[config.mk]
export PLATFORM = sky130hd
export DESIGN_NAME = sw_debounce
export DESIGN_NICKNAME = d
export VERILOG_FILES = /design/src/rtl/sw_debounce.sv
export SDC_FILE = /design/constraint.sdc
export NUM_CORES = 1
export LEC_CHECK = 0
export CAP_MARGIN = 20
export CORE_ASPECT_RATIO = 1.4
export CORE_MARGIN = 3
export CORE_UTILIZATION = 60
export CTS_CLUSTER_DIAMETER = 80
export DETAILED_ROUTE_END_ITERATION = 10
export GPL_ROUTABILITY_DRIVEN = 0
export MAX_ROUTING_LAYER = met4
export PLACE_DENSITY = 0.79
export SLEW_MARGIN = 25
export SYNTH_ARGS = -nofsm -noshare
export SYNTH_HDL_FRONTEND = slang
export SYNTH_SLANG_ARGS = --single-unit
[constraint.sdc]
create_clock -name CLK100MHZ -period 3.05 [get_ports CLK100MHZ]
set_clock_uncertainty 0.15 [all_clocks]
set_input_delay 0.7625 -clock CLK100MHZ [delete_from_list [all_inputs] [get_ports CLK100MHZ]]
set_output_delay 0.7625 -clock CLK100MHZ [all_outputs]
set_load 0.02 [all_outputs]
[src/rtl/sw_debounce.sv]
// Slide-switch conditioner: 2-FF synchroniser, per-channel stability filter, rise/fall strobes.
// Optional toggle latches are built only when SW_DEBOUNCE_TOGGLE_EN is defined.
module sw_debounce #(
  parameter int unsigned WIDTH           = 4,
  parameter int unsigned DEBOUNCE_CYCLES = 1000000,
  parameter int unsigned CNT_W           = 20
) (
  input  logic             CLK100MHZ,
  input  logic             CPU_RESETN,
  input  logic [WIDTH-1:0] SW,
  output logic [WIDTH-1:0] SW_DB,
  output logic [WIDTH-1:0] SW_RISE,
  output logic [WIDTH-1:0] SW_FALL,
  output logic             SW_BUSY,
  output logic [WIDTH-1:0] SW_TOGGLE
);

  localparam logic [0:0]       ST_STABLE   = 1'b0;
  localparam logic [0:0]       ST_COUNTING = 1'b1;
  localparam logic [CNT_W-1:0] CNT_LAST    = CNT_W'(DEBOUNCE_CYCLES - 1);
  localparam logic [CNT_W-1:0] CNT_ONE     = CNT_W'(1);

  logic [WIDTH-1:0] sync1;
  logic [WIDTH-1:0] sync2;
  logic [WIDTH-1:0] db_nxt;
  logic [WIDTH-1:0] rise_nxt;
  logic [WIDTH-1:0] fall_nxt;
  logic [WIDTH-1:0] counting_nxt;

  // Two-flop synchroniser; only sync2 is allowed to reach the filter.
  always_ff @(posedge CLK100MHZ or negedge CPU_RESETN) begin
    if (!CPU_RESETN) begin
      sync1 <= '0;
      sync2 <= '0;
    end else begin
      sync1 <= SW;
      sync2 <= sync1;
    end
  end

  for (genvar i = 0; i < WIDTH; i++) begin : g_ch
    logic [0:0]       state_q;
    logic [0:0]       state_d;
    logic [CNT_W-1:0] cnt_q;
    logic [CNT_W-1:0] cnt_d;
    logic             db_d;
    logic             rise_d;
    logic             fall_d;

    always_ff @(posedge CLK100MHZ or negedge CPU_RESETN) begin
      if (!CPU_RESETN) begin
        state_q <= ST_STABLE;
        cnt_q   <= '0;
      end else begin
        state_q <= state_d;
        cnt_q   <= cnt_d;
      end
    end

    // Counter tracks consecutive mismatch edges; it never exceeds CNT_LAST.
    always_comb begin
      state_d = state_q;
      cnt_d   = cnt_q;
      db_d    = SW_DB[i];
      rise_d  = 1'b0;
      fall_d  = 1'b0;
      case (state_q)
        ST_STABLE: begin
          cnt_d = '0;
          if (sync2[i] != SW_DB[i]) begin
            state_d = ST_COUNTING;
            cnt_d   = CNT_ONE;
          end
        end
        default: begin
          if (sync2[i] == SW_DB[i]) begin
            state_d = ST_STABLE;
            cnt_d   = '0;
          end else if (cnt_q == CNT_LAST) begin
            state_d = ST_STABLE;
            cnt_d   = '0;
            db_d    = sync2[i];
            rise_d  = sync2[i];
            fall_d  = ~sync2[i];
          end else begin
            cnt_d = cnt_q + CNT_ONE;
          end
        end
      endcase
    end

    assign db_nxt[i]       = db_d;
    assign rise_nxt[i]     = rise_d;
    assign fall_nxt[i]     = fall_d;
    assign counting_nxt[i] = (state_d == ST_COUNTING);
  end

  // Busy follows the channel states exactly, so it drops on the accept edge.
  always_ff @(posedge CLK100MHZ or negedge CPU_RESETN) begin
    if (!CPU_RESETN) begin
      SW_DB   <= '0;
      SW_RISE <= '0;
      SW_FALL <= '0;
      SW_BUSY <= 1'b0;
    end else begin
      SW_DB   <= db_nxt;
      SW_RISE <= rise_nxt;
      SW_FALL <= fall_nxt;
      SW_BUSY <= |counting_nxt;
    end
  end

`ifdef SW_DEBOUNCE_TOGGLE_EN
  always_ff @(posedge CLK100MHZ or negedge CPU_RESETN) begin
    if (!CPU_RESETN) begin
      SW_TOGGLE <= '0;
    end else begin
      SW_TOGGLE <= SW_TOGGLE ^ SW_RISE;
    end
  end
`else
  assign SW_TOGGLE = '0;
`endif

endmodule

## Yosys cells after proc, flatten, opt, wreduce, memory -nomap -nowiden

Index checks and enable logic that the tools add are counted.

| storage, ports and cells | value |
|---|---|
| word-level logic and storage cells | 102 |
| output and inout bits | 17 |
| bits of input ports | 6 |
| bits in registers | 105 |

| operators by class | value |
|---|---|
| add/subtract/negate cells | 4 |
| bitwise logic cells | 8 |
| reductions and logical operators | 5 |
| equal/unequal tests | 12 |
| muxes and demuxes | 56 |

Operators by type and width:

| cell | count |
|---|---|
| $mux 20 | 12 |
| $add 20x1->20 const B | 4 |
| $eq 20x20->1 const B | 4 |
| $mux 1 | 44 |
| $reduce_and 3->1 | 4 |
| $not 1->1 | 8 |
| $eq 1x1->1 | 4 |
| $ne 1x1->1 | 4 |
| $reduce_or 4->1 | 1 |

## Depth between registers and ports, before layout

| depth | value |
|---|---|
| depth after elaboration | 5 |
| mapped depth | 7 |
| depth with buffers taken out | 5 |

## Least setup slack after synthesis

No wires, ideal clock.

| timing | value |
|---|---|
| path type | register -> register |
| start point | register g_ch[3].cnt_q[12] |
| end point | register SW_BUSY |
| arrival time | 2.219 ns |
| path slack | 0.543 ns |
| setup time | 0.139 ns |
| stages on the path, launching flop included | 6 |
| period minus slack after synthesis | 2.507 ns |
| cells stage by stage | dfrtp_1 > buf_6 > or4b_1 > or4_4 > o31a_1 > or4b_1 |

| on the way | value |
|---|---|
| word-level cells in the longest chain between the ends | 5 |

Ends and longest elaborated chain:

| element | RTL line | RTL |
|---|---|---|
| start: declaration | 44 | `logic [CNT_W-1:0] cnt_q;` |
| start signal: assignment | 56 | `cnt_q <= cnt_d;` |
| $eq 20x20->1 | 79 | `end else if (cnt_q == CNT_LAST) begin` |
| $mux 1 | 79 |  |
| $mux 1 | 76 | `if (sync2[i] == SW_DB[i]) begin` |
| $mux 1 | 67 | `case (state_q)` |
| via g_ch[3].state_d | 43 | `logic [0:0] state_d;` |
| $reduce_or 4->1 | 109 | `SW_BUSY <= \|counting_nxt;` |
| end signal: assignment | 109 |  |
| end: declaration | 14 | `output logic SW_BUSY,` |

The timed path passes the listed nets, and every way through them passes these cells.
A chain may end at the register's enable or synchronous reset.

## Worst setup path in the final report

| timing | value |
|---|---|
| start point | register g_ch[3].cnt_q[8] |
| end point | register SW_BUSY |

The elaborated chain is that of the path after synthesis.

==> flow_metrics.env <==
export IMPL_start_util_pct=62.7
export IMPL_power_density_nw_per_um2=440
export IMPL_antenna_found_initial=0
export IMPL_yosysTopAreaCell="dfrtp_1"
export IMPL_setup_viol=0
export IMPL_ys_ff_latch=105
export IMPL_routedWlPerCell_um=15.8
export IMPL_dr_total_vias=3673
export IMPL_ys_warn_count=0
export IMPL_finalCriticalPeriod_ns=2.61
export IMPL_numCtsBuffers=9
export IMPL_placed_cell_area_um2=5240
export IMPL_n_fill_cell=636
export IMPL_dieArea_um2=9390
export IMPL_cts_resized_gates=0
export IMPL_core_um2=7890
export IMPL_via_per_inst=6.02
export IMPL_dpl_hpwl_um=6650
export IMPL_synth_common_cells="105 x dfrtp_1, 64 x nor2_1, 36 x xnor2_1"
export IMPL_crit_arrival_ns=2.71
export IMPL_synth_main_ff_cell="dfrtp_1"
export IMPL_num_rows=38
export IMPL_grt_overflow=0
export IMPL_ir_drop_mv=0.273
export IMPL_clk_path_buf_depth=2
export IMPL_clock_latency_ns=0.37
export IMPL_status="finished clean"
export IMPL_stdcell_count=610
export IMPL_drt_iter0_drc=163
export IMPL_synthTopCellsByArea="dfrtp_1 53%, xnor2_1 6.4%, nor2_1 4.9%, xor2_1 3.9%, nand4_1 3.0%"
export IMPL_worstSetupPathType="reg2reg"
export IMPL_io_buffers=18
export IMPL_syn_area_per_cell_um2=10.3
export IMPL_slew_violations=0
export IMPL_cts_setup_buffers=0
export IMPL_cts_root_buf="clkbuf_8"
export IMPL_hold_viol=0
export IMPL_antenna_diode_count=0
export IMPL_startpoint_type="flip-flop"
export IMPL_routed_wl_um=9630
export IMPL_yosysMostFrequentCell="dfrtp_1"
export IMPL_h_tree_depth=3
export IMPL_grt_pass1_vias=3531
export IMPL_drc=0
export IMPL_r2r_slack_ns=0.44
export IMPL_nets=515
export IMPL_synth_top_area_share_pct=53.1
export IMPL_async_flop_share_pct=100
export IMPL_finalPower_mw=2.40
export IMPL_p_leak_nw=2.14
export IMPL_netlist_instances=483
export IMPL_timing_final_crit_share_pct=85.6
export IMPL_tns_ns=0
export IMPL_drtPass1Iterations=4
export IMPL_ioPinCount=23
export IMPL_syn_cell_area_um2=4950
export IMPL_grt_max_degree=51
export IMPL_syn2layout_area_growth_pct=9.91
export IMPL_final_cell_area_um2=5440
export IMPL_die_x_um=82.8
export IMPL_cts_tree="built"
export IMPL_synth_distinct_cells=51
export IMPL_grt_total_usage_pct=22.7
export IMPL_drive_above_1_share_pct=6.67
export IMPL_cts_hold_buf=0
export IMPL_fin_util_pct=68.9
export IMPL_cts_sinks=105
export IMPL_clk_pin_slew_ns=0.10
export IMPL_fmax_ghz=0.383
export IMPL_crit_required_ns=3.15
export IMPL_die_height_um=113
export IMPL_slew_headroom_pct=60.5
export IMPL_grt_setup_unrepaired="false"
export IMPL_ant_nets=0
export IMPL_place_inst=594
export IMPL_hp_class="in2async"
export IMPL_max_cap_violations=0
export IMPL_cp_end_kind="flip-flop"
export IMPL_critPathMaxFanout=6
export IMPL_worstMarginPinSlew_ns=0.592
export IMPL_yosysSeqAreaShare_pct=53.1
export IMPL_synth_enable_flop_cells=0
export IMPL_grt_pass1_wl_um=16300
per-layer routing:
metal / up-vias / wire length (um) / track usage, %
met5: - / 0 / -
met4: 0 / 129 / 5.89
met3: 14 / 343 / 3.87
met2: 85 / 5070 / 37.3
met1: 1813 / 4090 / 29.3
li1: 1761 / - / -
worst max-delay path, stage by stage (launching register included):
cell and delay [ns]:
dfrtp_1 0.45, or4b_1 0.55, or4_4 0.58, o31a_1 0.27, or4b_1 0.49
logic make-up (layout without fill, tap and decap cells):
| logic type | after synthesis | in the layout | synth area share (%) |
|---|---|---|---|
| flip-flops | 105 | 105 | 53.1 |
| AO/OA/AOI/OAI | 49 | 49 | 6.39 |
| buffers and inverters | 32 | 56 | 2.96 |
| multiplexers | 5 | 5 | 1.11 |
| XOR/XNOR | 58 | 58 | 10.3 |
| AND/OR/NAND/NOR | 229 | 229 | 25.1 |
| other | 1 | 4 | 0.0757 |
| adder cells (fa/ha/maj) | 4 | 4 | 1.01 |
worst paths after layout:
path	start	end	cells past startpoint
max	g_ch[3].cnt_q[8]$_DFF_PN0_	SW_BUSY$_DFF_PN0_	4
min	CPU_RESETN	g_ch[2].cnt_q[12]$_DFF_PN0_	1
max reg2reg	g_ch[3].cnt_q[8]$_DFF_PN0_	SW_BUSY$_DFF_PN0_	4
min reg2reg	sync1[0]$_DFF_PN0_	sync2[0]$_DFF_PN0_	0
max in group asynchronous	CPU_RESETN	g_ch[0].cnt_q[5]$_DFF_PN0_	2
min in group CLK100MHZ	sync1[0]$_DFF_PN0_	sync2[0]$_DFF_PN0_	0
area by class of cell:
cell class	instances	area (um2)	share of cell area (%)
Clock inverter	6	67.6	1.24
Sequential cell	105	2630	48.3
Tap cell	100	125	2.30
Multi-Input combinational cell	349	2190	40.2
Timing Repair Buffer	24	235	4.32
Inverter	16	60.1	1.10
Clock buffer	10	138	2.53
flip-flops by register name, indices dropped and copies added, names as in the netlist:
register and flops:
SW_RISE 4, SW_DB 4, sync1 4, g_ch.state_q 4
SW_FALL 4, SW_BUSY 1, sync2 4, g_ch.cnt_q 80
placed cells by master (no fill, tap or decap), types with 2 or more instances in the layout:
cell and n:
clkinvlp_4 2, o31ai_1 9, nor4b_1 2, conb_1 4
nor3_1 13, o21ai_0 7, nand4b_1 2, or3_1 10
xnor2_1 36, nor4_1 14, nor2_1 64, and3_1 7
or4_1 14, xor2_1 22, nand3_1 29, buf_4 6
nor2b_1 2, clkbuf_8 10, or4b_2 2, nor3b_1 4
ha_1 4, clkdlybuf4s50_1 17, inv_1 16, nand2b_1 2
a21oi_1 19, nand4_1 24, dfrtp_1 105, and4_1 8
mux2_2 4, a21boi_0 2, nand2_1 23, clkinv_4 2
nand3b_1 2, or4b_1 3
per-stage QoR:
stage	setup WS, ns	hold WS [ns]
6_report	0.439	0.0984
5_1_grt	0.337	0.101
4_1_cts	0.433	0.0948
3_5_place_dp	0.475	0.185
3_3_place_gp	0.511	0.187
2_1_floorplan	0.543	0.181
where the power goes:
part	switching, mW	leakage [nW]	internal, mW
clock network	0.482	0.0985	0.403
registers	0.0154	1.43	1.41
logic	0.0621	0.615	0.0261
total	0.560	2.14	1.84
Note: power is estimated with default switching activity, not from simulation.
